File: src/rtl/req_pending_pkg.sv
// req_pending_pkg
// Shared constants and width helpers for the pending-request tracker.
//   CLIENTS_DEFAULT : default number of requesting clients
//   DEPTH_DEFAULT   : default maximum outstanding requests per client
//   cnt_width()     : width of a per-client counter covering 0..depth
//   total_width()   : width of the sum of all per-client counters
package req_pending_pkg;

    localparam int CLIENTS_DEFAULT = 32;
    localparam int DEPTH_DEFAULT   = 4;

    function automatic int cnt_width(input int depth);
        return $clog2(depth + 1);
    endfunction

    function automatic int total_width(input int clients, input int depth);
        return $clog2(clients * depth + 1);
    endfunction

endpackage

File: src/rtl/req_pending_tracker_if.sv
// req_pending_tracker_if
// Bundles the request/grant side of the pending-request tracker.
//   push          : one new request per set bit (driven by the clients)
//   grant, stall  : arbiter grant vector and its not-accepted qualifier
//   request       : per-client "has pending work" toward the arbiter
//   full          : per-client counter at DEPTH
//   pending_total : registered sum of all per-client counters
//   overflow_err  : sticky, push into a full client
//   grant_err     : sticky, grant to an idle client or multi-hot grant
// Modports: master = client/arbiter side, slave = the tracker.
interface req_pending_tracker_if
    import req_pending_pkg::*;
#(
    parameter int CLIENTS = CLIENTS_DEFAULT,
    parameter int DEPTH   = DEPTH_DEFAULT
);
    localparam int TW = total_width(CLIENTS, DEPTH);

    logic [CLIENTS-1:0] push;
    logic [CLIENTS-1:0] grant;
    logic               stall;
    logic [CLIENTS-1:0] request;
    logic [CLIENTS-1:0] full;
    logic [TW-1:0]      pending_total;
    logic               overflow_err;
    logic               grant_err;

    modport master (
        output push, grant, stall,
        input  request, full, pending_total, overflow_err, grant_err
    );

    modport slave (
        input  push, grant, stall,
        output request, full, pending_total, overflow_err, grant_err
    );
endinterface

File: src/rtl/req_pending_counter.sv
// req_pending_counter
// Saturating up/down counter of outstanding requests for one client.
//   clock, reset : clock and synchronous active-high reset
//   push         : one new request this cycle
//   consume      : one grant accepted this cycle
//   cnt_next     : next counter value (lets the parent register a total
//                  that matches the counter in the same cycle)
//   request      : counter non-zero (registered-state decode)
//   full         : counter at DEPTH (registered-state decode)
//   overflow     : pulse, push dropped because the counter was full
//   underflow    : pulse, consume while the counter was empty
module req_pending_counter
    import req_pending_pkg::*;
#(
    parameter int DEPTH = DEPTH_DEFAULT,
    localparam int CW   = cnt_width(DEPTH)
) (
    input  logic          clock,
    input  logic          reset,
    input  logic          push,
    input  logic          consume,
    output logic [CW-1:0] cnt_next,
    output logic          request,
    output logic          full,
    output logic          overflow,
    output logic          underflow
);
    logic [CW-1:0] cnt_reg;
    logic          at_max;
    logic          at_zero;

    assign at_max  = (cnt_reg == CW'(DEPTH));
    assign at_zero = (cnt_reg == '0);

    always_comb begin
        cnt_next  = cnt_reg;
        overflow  = 1'b0;
        underflow = 1'b0;
        if (reset) begin
            cnt_next = '0;
        end else begin
            unique case ({push, consume})
                2'b10: begin
                    if (at_max) overflow = 1'b1;
                    else        cnt_next = cnt_reg + 1'b1;
                end
                2'b01: begin
                    if (at_zero) underflow = 1'b1;
                    else         cnt_next  = cnt_reg - 1'b1;
                end
                2'b11: begin
                    // The consume found nothing to retire, so the push
                    // still lands; otherwise they cancel, even when full.
                    if (at_zero) begin
                        underflow = 1'b1;
                        cnt_next  = CW'(1);
                    end
                end
                default: ;
            endcase
        end
    end

    always_ff @(posedge clock) begin
        if (reset) cnt_reg <= '0;
        else       cnt_reg <= cnt_next;
    end

    assign request = !at_zero;
    assign full    = at_max;
endmodule

File: src/rtl/req_pending_tracker.sv
// req_pending_tracker
// Tracks outstanding requests per client and presents a request-stable
// request vector to a round-robin arbiter.
//   clock, reset : clock and synchronous active-high reset
//   bus (slave)  : push/grant/stall in; request/full/pending_total and
//                  sticky overflow_err/grant_err out
module req_pending_tracker
    import req_pending_pkg::*;
#(
    parameter int CLIENTS = CLIENTS_DEFAULT,
    parameter int DEPTH   = DEPTH_DEFAULT
) (
    input  logic                  clock,
    input  logic                  reset,
    req_pending_tracker_if.slave  bus
);
    localparam int CW = cnt_width(DEPTH);
    localparam int TW = total_width(CLIENTS, DEPTH);

    logic [CLIENTS-1:0] consume;
    logic [CLIENTS-1:0] overflow_vec;
    logic [CLIENTS-1:0] underflow_vec;
    logic [CW-1:0]      cnt_next [CLIENTS];
    logic               multi_grant;
    logic [TW-1:0]      total_next;
    logic [TW-1:0]      pending_total_reg;
    logic               overflow_err_reg;
    logic               grant_err_reg;

    assign consume = bus.grant & ~{CLIENTS{bus.stall}};

    generate
        for (genvar gi = 0; gi < CLIENTS; gi++) begin : g_client
            req_pending_counter #(.DEPTH(DEPTH)) u_counter (
                .clock     (clock),
                .reset     (reset),
                .push      (bus.push[gi]),
                .consume   (consume[gi]),
                .cnt_next  (cnt_next[gi]),
                .request   (bus.request[gi]),
                .full      (bus.full[gi]),
                .overflow  (overflow_vec[gi]),
                .underflow (underflow_vec[gi])
            );
        end
    endgenerate

    // Clearing the lowest set bit leaves something only if two or more
    // bits were set.
    assign multi_grant = |(consume & (consume - 1'b1));

    // Summing next-state values keeps the registered total aligned with
    // the registered counters.
    always_comb begin
        total_next = '0;
        for (int i = 0; i < CLIENTS; i++) begin
            total_next = total_next + TW'(cnt_next[i]);
        end
    end

    always_ff @(posedge clock) begin
        if (reset) begin
            pending_total_reg <= '0;
            overflow_err_reg  <= 1'b0;
            grant_err_reg     <= 1'b0;
        end else begin
            pending_total_reg <= total_next;
            overflow_err_reg  <= overflow_err_reg | (|overflow_vec);
            grant_err_reg     <= grant_err_reg | (|underflow_vec) | multi_grant;
        end
    end

    assign bus.pending_total = pending_total_reg;
    assign bus.overflow_err  = overflow_err_reg;
    assign bus.grant_err     = grant_err_reg;
endmodule
File: src/flat_wrapper.sv
// flat-port wrapper written by rule: the top's interface ports become plain ports
module req_pending_tracker_flat import req_pending_pkg::*;
#(
    parameter int CLIENTS = CLIENTS_DEFAULT,
    parameter int DEPTH   = DEPTH_DEFAULT
)
  (clock, reset, bus_push, bus_grant, bus_stall, bus_request, bus_full, bus_pending_total, bus_overflow_err, bus_grant_err);
  req_pending_tracker_if #(.CLIENTS(CLIENTS), .DEPTH(DEPTH)) bus_i ();
  input  logic clock;
  input  logic reset;
  input wire logic [$bits(bus_i.push)-1:0] bus_push;
  input wire logic [$bits(bus_i.grant)-1:0] bus_grant;
  input wire logic [$bits(bus_i.stall)-1:0] bus_stall;
  output wire logic [$bits(bus_i.request)-1:0] bus_request;
  output wire logic [$bits(bus_i.full)-1:0] bus_full;
  output wire logic [$bits(bus_i.pending_total)-1:0] bus_pending_total;
  output wire logic [$bits(bus_i.overflow_err)-1:0] bus_overflow_err;
  output wire logic [$bits(bus_i.grant_err)-1:0] bus_grant_err;
  assign bus_i.push = bus_push;
  assign bus_i.grant = bus_grant;
  assign bus_i.stall = bus_stall;
  assign bus_request = bus_i.request;
  assign bus_full = bus_i.full;
  assign bus_pending_total = bus_i.pending_total;
  assign bus_overflow_err = bus_i.overflow_err;
  assign bus_grant_err = bus_i.grant_err;
  req_pending_tracker #(.CLIENTS(CLIENTS), .DEPTH(DEPTH)) u_core (.clock(clock), .reset(reset), .bus(bus_i));
endmodule
File: config.mk
export PLATFORM = sky130hd
export DESIGN_NAME = req_pending_tracker_flat
export DESIGN_NICKNAME = d
export VERILOG_FILES = /design/src/rtl/req_pending_pkg.sv /design/src/rtl/req_pending_tracker_if.sv /design/src/rtl/req_pending_counter.sv /design/src/rtl/req_pending_tracker.sv /design/src/flat_wrapper.sv
export SDC_FILE = /design/constraint.sdc
export NUM_CORES = 1
export LEC_CHECK = 0
export ABC_AREA = 1
export CELL_PAD_IN_SITES_DETAIL_PLACEMENT = 2
export CELL_PAD_IN_SITES_GLOBAL_PLACEMENT = 2
export CORE_MARGIN = 2
export CORE_UTILIZATION = 32
export DETAILED_ROUTE_END_ITERATION = 6
export PLACE_DENSITY_LB_ADDON = 0.25
export SLEW_MARGIN = 10
export SYNTH_ARGS = -nofsm -noshare
export SYNTH_HDL_FRONTEND = slang
export SYNTH_HIERARCHICAL = 1
export SYNTH_SLANG_ARGS = --single-unit
File: constraint.sdc
create_clock -name clock -period 10.29 [get_ports clock]
set_input_delay 1.5435 -clock clock [delete_from_list [all_inputs] [get_ports clock]]
set_output_delay 1.5435 -clock clock [all_outputs]
set_load 0.02 [all_outputs]
### Word-level counts from Yosys, hierarchy flattened

Index checks and enable logic that the tools add are counted.

* register bits after elaboration: 106
* bits of input ports: 67
* output and inout port bits: 74

* add/subtract/negate cells: 96
* equal/unequal tests: 128
* multiplexer cells: 352
* bitwise gates (word level): 6
* reduce and logical (&&, ||, !) cells: 99

Operator list (number)
* two-way mux 3 bit: 128
* case mux 3 bit (3 select lines): 32
* adder 8 x 3 -> 8 bit: 30
* two-way mux 1 bit: 192
* == test 2 bit, second input constant: 64
* adder 3 x 1 -> 3 bit, second input constant: 32
* == test 3 bit, second input constant: 32
* zero test 3 bit: 32
* OR reduction 32 bit: 3
* subtractor 3 x 1 -> 3 bit, second input constant: 32
* bitwise AND 32 bit: 2
* == test 2 x 1 -> 1 bit, second input constant: 32
* OR reduction 2 bit: 32
* zero test 1 bit: 32
* NOT 32 bit: 1
* subtractor 32 x 1 -> 32 bit, second input constant: 1
* adder 3 x 3 -> 4 bit: 1
* OR 1 bit: 3

### Longest topological paths before layout

* depth in word-level cells: 36
* mapped depth: 35
* depth with buffers taken out: 34

### By module

Netlist, hierarchy kept.

Modules (own cells, without submodules)
* req_pending_counter: times used 32, cells an instance 54, area an instance 312.8 um2, sequential area each 60.1 um2
* req_pending_tracker: times used 1, cells an instance 606, area an instance 4405.5 um2, sequential area each 200.2 um2

### Worst setup path before layout

OpenSTA, ideal clock, no wires.

* path kind: input to register
* start point: in bus_stall
* end point: reg u_core.pending_total_reg[7] (netlist: u_core/bus.pending_total[7])
* data arrival time: 7.770 ns
* setup slack: 2.440 ns
* cell stages on the path: 30
* path buffers: 1
* cells stage by stage: inv_2 -> buf_4 -> nand2_1 -> inv_1 -> inv_2 -> nor2_2 -> nand2_1 -> nand2_1 -> nand2_1 -> nand3_1 -> nand2_1 -> inv_1 -> inv_1 -> fa_1 -> inv_1 -> fa_1 -> fa_1 -> fa_1 -> fa_1 -> fa_1 -> fa_1 -> inv_1 -> fa_1 -> fa_1 -> o211ai_1 -> nand2_1 -> nand2_1 -> a21oi_1 -> nand2_1 -> nor3b_1

RTL lines
* start, declared: RTL line flat_wrapper.sv:13 `input wire logic [$bits(bus_i.stall)-1:0] bus_stall;`
* end signal, assigned: RTL line req_pending_tracker.sv:67 `pending_total_reg <= total_next;`
* end, declared: RTL line req_pending_tracker.sv:26 `logic [TW-1:0] pending_total_reg;`

==> impl_metrics.csv <==
group,metric,value,unit
run_status,status,"complete, no violations",
critical_path,cp-start-kind,"input pin",
global_route,grt_overflow,0,
timing,max_freq,0.106,GHz
floorplan,dieArea,46800,µm²
global_route,grt_pass1_vias,17335,
finish,drive_above_1_share,0.0698,
clocking,cts_sinks,106,
timing,worst_slew_pin_slew,0.908,ns
finish,final_cell_mix,"nand2_1, inv_1, nand3_1, a21oi_1, nor2_1",
clocking,cts_made_buffers,9,
logic_synthesis,yosysTopAreaCell,"nand2_1",
logic_synthesis,synthFlopType,"dfxtp_1",
floorplan,coreArea,44300,µm²
drt,dr.pass1.iters,4,
critical_path,path_max_fanout,53,
clocking,clk_pin_slew,0.08,ns
drt,avgRoutedWirePerCell,18.4,µm
drt,drc,0,
timing,rsz0062_at_grt,"no",
pwr,p_total,4200,µW
floorplan,start_util,0.325,
critical_path,slowest_delay,0.68,ns
finish,area_growth,17.6,%
global_route,grt_antenna_before_repair,8,
finish,largest_register_ffs,96,
floorplan,rows,77,
critical_path,reg2reg_slack,2.86,ns
timing,setup_viol,0,
logic_synthesis,synth_area_leaders,"nand2_1, dfxtp_1, ha_1",
timing,timing.final.ws_setup,0.823,ns
finish,final_common_cell,"nand2_1",
critical_path,cpMostUsedCell,"fa_1",
critical_path,end_kind,"flip-flop",
timing,hold_viol,0,
drt,ant_nets,0,
floorplan,ios,141,
logic_synthesis,synth_warnings,6,
logic_synthesis,syn_avg_cell_area,6.18,µm²
floorplan,fp.dieW,216,µm
place,gp_congestion,0.842,
global_route,grt_pass1_wl,91000,µm
clocking,tritoncts,"built",
timing,min_period,9.47,ns
pwr,p_leak,0.00921,µW
pwr,vdd_drop_max,0.000343,V
logic_synthesis,synth_top_area_share,0.168,
clocking,clk_latency,0.40,ns
place,pre_cts_ws,0.435,ns
critical_path,critPathKind,"in -> reg",
timing,period_share,0.920,
drt,vias,15227,
timing,tns,0,ns
clocking,postCtsSetupBuffers,0,
clocking,holdBufCountCts,0,
logic_synthesis,synthCells,2334,
logic_synthesis,syn_area,14400,µm²
clocking,cts_max_level,3,
logic_synthesis,ys_types,31,
finish,nNetsFinal,2802,
floorplan,die_y,216,µm
clocking,cts-root-buf,"clkbuf_16",
flow_run,drv_cap,0,
clocking,cts_buffer_depth,2,
global_route,gr-usage-all-layers,0.245,
critical_path,crit_path_top_delay_cell,"inv_2",
timing,fin_worst_skew,0.0128,ns
logic_synthesis,yosys_register_bits,106,
logic_synthesis,ys_seq_area_frac,0.147,
drt,vias_per_cell,4.93,
global_route,grt_max_degree,61,
drt,routed_wl,56800,µm
hold_path,hold_class,"reg -> reg",
critical_path,required,10.60,ns
drt,first_iter_violations,482,
logic_synthesis,syn_nets,2648,
timing,drv_slew,0,
timing,slew_headroom,0.395,
clocking,cts_resized,0,
pwr,power_density,248,nW/µm²
place,place_hpwl,49100,µm
logic_synthesis,synth-edff-count,0,
place,port_buffers,140,
logic_synthesis,ys_async_sr_fraction,0,
critical_path,cp.arrival,9.78,ns
-- path summary, 6_finish.rpt --
| check | start | end | depth (start not counted) |
|---|---|---|---|
| worst min-delay path | u_core/bus.overflow_err | u_core/bus.overflow_err | 2 |
| worst max-delay path | bus_stall | u_core/bus.pending_total[7] | 30 |
| worst max register to register | u_core/g_client[18].u_counter/cnt_reg[0] | u_core/bus.pending_total[7] | 30 |
| worst min register to register | u_core/bus.overflow_err | u_core/bus.overflow_err | 2 |
-- routing by layer --
| metal | global-route usage | vias up | part of all wire |
|---|---|---|---|
| li1 | - | 7479 | - |
| met1 | 0.277 | 7473 | 0.42 |
| met2 | 0.462 | 173 | 0.52 |
| met3 | 0.0439 | 92 | 0.033 |
| met4 | 0.0744 | 10 | 0.027 |
| met5 | 0 | - | 0.0011 |
-- synthesized netlist by cell type, drive strengths merged (2+ instances only) --
library cell,count
nand2,652
inv,534
nor2,232
nand3,205
a21oi,164
ha,156
dfxtp,106
o21ai,94
fa,91
nand3b,34
nor3,33
nor4,8
buf,5
or2,4
nor3b,3
xor2,3
nand4,2
o21bai,2
xnor2,2
-- layout make-up --
class                           count  area, µm²
Sequential cell                   106       2120
Antenna cell                        4       10.0
Multi-Input combinational cell   1688      10200
Clock buffer                        9        225
Fill cell                        5555      27400
Tap cell                          592        741
Timing Repair Buffer              149       1480
Clock inverter                      7        141
Inverter                          534       2000
-- metrics by stage --
| stage | cell area, µm² | utilization | cells | hold slack [ns] |
|---|---|---|---|---|
| 6_report | 17000 | 0.383 | 3089 | 0.575 |
| 3_5_place_dp | 16600 | 0.374 | 3069 | 0.577 |
| 5_1_grt | 17000 | 0.383 | 3088 | 0.652 |
| 4_1_cts | 16900 | 0.382 | 3085 | 0.600 |
| 3_3_place_gp | 16600 | 0.374 | 3069 | 0.568 |
| 2_1_floorplan | 14400 | - | 2334 | 0.571 |
-- where the power goes --
| group | internal, µW | leakage (µW) | switching [µW] |
|---|---|---|---|
| Combinational | 1270 | 0.00816 | 1970 |
| Sequential | 475 | 0.000871 | 32.3 |
| Clock | 263 | 0.000176 | 195 |
-- critical path: cells and delay by family --
| kind | cells | cell delay (ns) |
|---|---|---|
| and+or+nand+nor | 11 | 1.20 |
| AOI/OAI and AO/OA | 2 | 0.35 |
| buffers and inverters | 8 | 1.91 |
| adders and majority gates | 9 | 4.70 |
-- cells by family (layout without fill, tap and decap cells) --
| family | count (synthesis) | after routing | share of synthesized area |
|---|---|---|---|
| XOR/XNOR | 5 | 5 | 0.00304 |
| buffers and inverters | 540 | 699 | 0.143 |
| adder cells (fa/ha/maj) | 247 | 247 | 0.262 |
| other | 0 | 4 | 0 |
| AND/OR/NAND/NOR | 1175 | 1175 | 0.354 |
| AO/OA/AOI/OAI | 261 | 261 | 0.0911 |
| flip-flops | 106 | 106 | 0.147 |
Power figures use the tool's default switching activity.
